===== config.mk =====
export PLATFORM = sky130hd
export DESIGN_NAME = prog_memory
export DESIGN_NICKNAME = d
export VERILOG_FILES = /design/src/rtl/prog_memory.sv
export SDC_FILE = /design/constraint.sdc
export NUM_CORES = 1
export LEC_CHECK = 0
export ABC_AREA = 1
export CAP_MARGIN = 25
export CORE_ASPECT_RATIO = 0.75
export CORE_MARGIN = 4
export CORE_UTILIZATION = 50
export DETAILED_ROUTE_END_ITERATION = 6
export GPL_TIMING_DRIVEN = 0
export MAX_ROUTING_LAYER = met4
export PLACE_DENSITY = 0.66
export SLEW_MARGIN = 10
export SYNTH_ARGS = -nofsm -noshare
export SYNTH_HDL_FRONTEND = slang
export SYNTH_SLANG_ARGS = --single-unit

===== constraint.sdc =====
create_clock -name clk -period 3.8 [get_ports clk]
set_clock_uncertainty 0.2 [all_clocks]
set_input_delay 0.57 -clock clk [delete_from_list [all_inputs] [get_ports clk]]
set_output_delay 0.57 -clock clk [all_outputs]
set_load 0.02 [all_outputs]

===== src/rtl/prog_memory.sv =====
// Program/run RAM with address register (MAR), power-up zero fill, and a
// valid/ready program-load port that streams words into consecutive addresses.
//
// state | meaning
// CLEAR | zero-fill ram[clr_ptr], busy=1, all run/prog controls ignored
// RUN   | bus-driven load/write/inc of MAR and RAM
// PROG  | prog_ready=1, each accepted word written at MAR, MAR auto-increments
module prog_memory #(
  parameter int ADDR_W       = 4,
  parameter int DATA_W       = 8,
  parameter int CLEAR_ON_RST = 1
) (
  input  logic              clk,
  input  logic              rst,
  input  logic              load,
  input  logic              write,
  input  logic              inc,
  input  logic [DATA_W-1:0] bus,
  input  logic              prog,
  input  logic              prog_valid,
  input  logic [DATA_W-1:0] prog_data,
  output logic              prog_ready,
  output logic              prog_done,
  output logic              busy,
  output logic [ADDR_W-1:0] mar_out,
  output logic [DATA_W-1:0] out
);

  localparam int DEPTH = 2 ** ADDR_W;

  typedef enum logic [1:0] {
    CLEAR = 2'd0,
    RUN   = 2'd1,
    PROG  = 2'd2
  } state_t;

  state_t            state, state_d;
  logic [ADDR_W-1:0] mar, mar_d;
  logic [ADDR_W-1:0] clr_ptr, clr_ptr_d;
  logic              done_d;
  logic              we;
  logic [ADDR_W-1:0] waddr;
  logic [DATA_W-1:0] wdata;
  logic [DATA_W-1:0] ram [DEPTH];

  always_comb begin
    state_d   = state;
    mar_d     = mar;
    clr_ptr_d = clr_ptr;
    done_d    = 1'b0;
    we        = 1'b0;
    waddr     = mar;
    wdata     = bus;
    case (state)
      CLEAR: begin
        we        = 1'b1;
        waddr     = clr_ptr;
        wdata     = '0;
        clr_ptr_d = clr_ptr + ADDR_W'(1);
        if (clr_ptr == '1) state_d = RUN;
      end
      RUN: begin
        if (prog) begin
          // entering program mode pre-empts any run action this cycle
          state_d = PROG;
          mar_d   = '0;
        end else begin
          we = write;
          if (load)     mar_d = bus[ADDR_W-1:0];
          else if (inc) mar_d = mar + ADDR_W'(1);
        end
      end
      PROG: begin
        if (!prog) begin
          state_d = RUN;
          mar_d   = '0;
        end else if (prog_valid) begin
          we     = 1'b1;
          wdata  = prog_data;
          mar_d  = mar + ADDR_W'(1);
          done_d = (mar == '1);
        end
      end
      default: state_d = RUN;
    endcase
  end

  always_ff @(posedge clk) begin
    if (rst) begin
      state     <= (CLEAR_ON_RST != 0) ? CLEAR : RUN;
      mar       <= '0;
      clr_ptr   <= '0;
      prog_done <= 1'b0;
    end else begin
      state     <= state_d;
      mar       <= mar_d;
      clr_ptr   <= clr_ptr_d;
      prog_done <= done_d;
    end
  end

  // RAM contents survive reset; only the fill sequence clears them
  always_ff @(posedge clk) begin
    if (we && !rst) ram[waddr] <= wdata;
  end

  assign prog_ready = (state == PROG);
  assign busy       = (state == CLEAR);
  assign mar_out    = mar;
  assign out        = ram[mar];

endmodule


==> run summary <==
The die covers about 15,000 um^2. The path class of the tightest hold or removal check is reg2reg. The root buffer cell chosen for the clock tree is sky130_fd_sc_hd__clkbuf_16. In this run the critical register-to-register path is captured at ram[11][4].

The power per cell area came out at 455 nW/um^2. The summed area of non-filler cells in the final layout is 7600 um^2. The number of endpoints with negative hold slack in the final report is 0. The count of distinct cell types in the synthesized netlist came out at 27. The kind of critical path is reg2out. The HPWL after detailed placement is 11,500 um.

0 antenna diodes ended up in the layout. The number of enable flip-flop cells after synthesis is 128. The global-route congestion overflow total is 0. The remaining max-slew budget at the tightest pin is 0.377. The dominant cell type by area after synthesis is sky130_fd_sc_hd__edfxtp_1. The number of cells in the design after placement came out at 866. The portion of the post-synthesis area used by sequential elements is 0.651. The average cell area after synthesis is 9.68 um^2.

sky130_fd_sc_hd__nand2_1 is the most common cell in the netlist. The congestion estimate from routability-driven global placement came to 0.909. The number of max-capacitance violations reported is 0.

The maximum fanout count along the critical path is 10. The leakage power summed over all cells came out at between 0.003 and 0.004 uW. The clock sink count is 143.

The hold path endpoint is clr_ptr[1]. The clock-pin slew on the worst setup and hold paths is about 0.06 ns. The actual slew at the worst max-slew pin is 0.931 ns.

The number of resized instances in the post-cts repair step is 0. The mean routed wirelength per cell came out at 18.3 um. Counting stages on the worst path, the most repeated cell is sky130_fd_sc_hd__nand3_1. The width of the die is 138 um. The register-to-register setup slack is 1.29 ns. For this run, the total global-route usage over all layers was measured as 0.236. The most used flip-flop cell after synthesis is sky130_fd_sc_hd__edfxtp_1. STA puts the critical path data arrival time at ~2.7 ns. In the final design database the tool counted 745 nets. The first global-routing pass estimated 25,300 um of wire. The number of post-CTS setup repair buffers came out at 0.

The post-layout worst setup margin came out at between 0.3 and 0.4 ns. In the final layout, the share of cells above drive strength 1 is 0.0941. The standard cell core area is around 12,000 um^2. The final standard cell count with taps included and fillers excluded is 899.

The initial antenna violation count is 0. The clock period minus worst slack came out at 3.45 ns. The total iterations of the first detailed-routing run came out at 6.

The gate count after technology mapping came out at roughly 660. The run finished with clean final reports. The filler cell count in the final layout came out at just over 1,000. The maximum clock frequency came out at 0.289 GHz. The placed instance area is 7010 um^2.

The share of the synthesized area in the top cell type came out at 0.604. The library cell contributing the largest single delay on the critical path is sky130_fd_sc_hd__clkdlybuf4s50_1. The endpoint type of the worst setup path is an output port. The clock insertion delay at the later pin of the skew report is 0.41 ns. Dividing the detail-routed via count by the number of cells gives 5.38.

Across the VDD grid, the largest voltage drop is 0.339 mV. The post-route fraction of the period consumed by the critical path is 0.909. On the worst path, the slowest cell contributes a delay of 0.60 ns. The count of synthesis-stage warnings from yosys came out at 0. Prior to clock tree synthesis, the placed netlist has a worst setup slack of roughly 0.54 ns. The initial utilization of the core area, before any placement, comes to 0.515. The number of flip-flops and latches in the synthesized netlist is approximately 140.

The share of synthesized registers carrying an async set or reset came out at 0. The number of buffers created by CTS came out at 17. Ranked by total cell area, the synthesized netlist is headed by sky130_fd_sc_hd__edfxtp_1 60%, sky130_fd_sc_hd__nand2_1 13%, sky130_fd_sc_hd__nand3_1 6.0%. Along the worst hold path, the cell count comes to 2. The number of global-route vias before repair came out at 4,505. The worst endpoint required time is 3.03 ns. The number of I/O pins is 38. The number of cells on the worst reg-to-reg path came out at 8. TritonCTS built the clock tree. The setup violation total in the final timing report is 0. Traced cell by cell, the critical path runs through inv_2 > buf_1 > nand3_1 > nand3_1 > nand3_1 > nand2_1 > clkdlybuf4s50_1.

The total via count after detailed routing is ~4,800. The number of pins exceeding their max-slew limit in the final report is 0. The area growth from synthesis to layout is 19.4%. The worst min-delay path startpoint is clr_ptr[1]. The post-cts hold buffer count came out at 0. The iteration-0 DRC count of the detailed router is roughly 550.

The number of nets with antenna violations after routing came out at 0. The port buffer count is 37. Ranked by instance count, the synthesized netlist is headed by 218 x sky130_fd_sc_hd__nand2_1, 128 x sky130_fd_sc_hd__edfxtp_1, 76 x sky130_fd_sc_hd__nand3_1. Setup repair after global routing left no endpoint under its margin. In this run the critical register-to-register path is launched from state[0]. The worst setup path is launched from a register. After floorplanning, the core was divided into 35 placement rows. In this run the vertical extent of the chip is 106 um. The maximum buffer depth of the clock tree is 2. The net count after synthesis came out at around 700. Entering global routing, the biggest net connects 17 pins. The total length of routed wires came out at approximately 16,000 um. The total standard cell area after synthesis is 6360 um^2. The count of unresolved DRC violations after routing is 0. The count of H-tree levels built during CTS is 4. In the final timing run, aggregate negative setup slack is 0 ns.
where the power goes:
part	internal, uW	leakage [uW]	switching [uW]
Clock	924	0.000281	687
Combinational	51.9	0.00151	76.7
Sequential	1710	0.00128	6.81
Total	2690	0.00307	771
state kept, by name, summed over array words and instances (netlist names), named ones only:
register and count:
clr_ptr 4, mar_out 4, prog_done 1, ram 128, state 2
layout by cell type (no fill, tap or decap), types with 3 or more instances in the layout:
cell | netlist | routed
sky130_fd_sc_hd__o21ai_1 | 5 | 7
sky130_fd_sc_hd__nor2_1 | 59 | 59
sky130_fd_sc_hd__buf_1 | 3 | 3
sky130_fd_sc_hd__edfxtp_1 | 128 | 128
sky130_fd_sc_hd__nand2_2 | 3 | 3
sky130_fd_sc_hd__clkinv_4 | 0 | 4
sky130_fd_sc_hd__nand2_1 | 218 | 218
sky130_fd_sc_hd__buf_6 | 3 | 3
sky130_fd_sc_hd__clkdlybuf4s50_1 | 0 | 37
sky130_fd_sc_hd__inv_8 | 0 | 3
sky130_fd_sc_hd__buf_4 | 1 | 5
sky130_fd_sc_hd__clkbuf_16 | 0 | 17
sky130_fd_sc_hd__dfxtp_1 | 15 | 15
sky130_fd_sc_hd__o21ai_2 | 1 | 4
sky130_fd_sc_hd__a21oi_1 | 9 | 7
sky130_fd_sc_hd__nand3_1 | 76 | 76
sky130_fd_sc_hd__buf_2 | 11 | 13
sky130_fd_sc_hd__nor3_1 | 6 | 5
sky130_fd_sc_hd__o211ai_1 | 3 | 3
sky130_fd_sc_hd__clkbuf_1 | 10 | 10
sky130_fd_sc_hd__inv_6 | 0 | 4
sky130_fd_sc_hd__nand4_1 | 5 | 5
sky130_fd_sc_hd__o21ai_0 | 33 | 28
sky130_fd_sc_hd__inv_1 | 57 | 57
logic make-up after synthesis:
logic type / Yosys count / share of synthesized area
AOI/OAI and AO/OA: 51 / 0.0419
xor gates and xnor gates: 1 / 0.00138
adders and majority gates: 2 / 0.00393
buffers and inverters: 89 / 0.0588
DFF: 143 / 0.651
and+or+nand+nor: 371 / 0.243
how the worst max path moves through the flow:
stage	to	slack, ns	cells past startpoint
global placement	ram[11][0]	-0.29	5
floorplan	ram[12][0]	1.57	6
finish	out[5]	0.35	7
detailed placement	ram[11][0]	0.54	8
CTS	out[5]	0.38	7
global route	out[5]	0.23	7
per-layer routing:
metal | vias up | part of all wire | track usage
met5 | - | 0 | -
met4 | 0 | 0.0080 | 0.0494
met3 | 18 | 0.072 | 0.0449
met2 | 204 | 0.47 | 0.366
met1 | 2294 | 0.45 | 0.328
li1 | 2319 | - | -
area by class of cell:
class	instances	area, um^2	area share
flip-flops and latches	143	4140	0.545
multi-input cells	425	1870	0.246
clock buffers	17	425	0.0560
repair buffers	44	425	0.0560
inverters	61	229	0.0301
well taps	166	208	0.0273
clock inverters	15	154	0.0203
plain buffers	28	145	0.0191
critical path, delay by kind of cell (launching register included):
kind / cells / cell delay [ns]
simple gates: 4 / 0.64
flops: 1 / 0.35
buf+inv: 3 / 1.28
per-stage QoR:
stage	power, uW	hold slack, ns	utilization
floorplan	1820	0.263	-
global placement	1870	0.292	0.562
detailed placement	1880	0.297	0.568
CTS	3470	0.306	0.615
global route	3560	0.340	0.615
finish	3460	0.308	0.615
No activity file was read; power rests on OpenSTA's default activity.
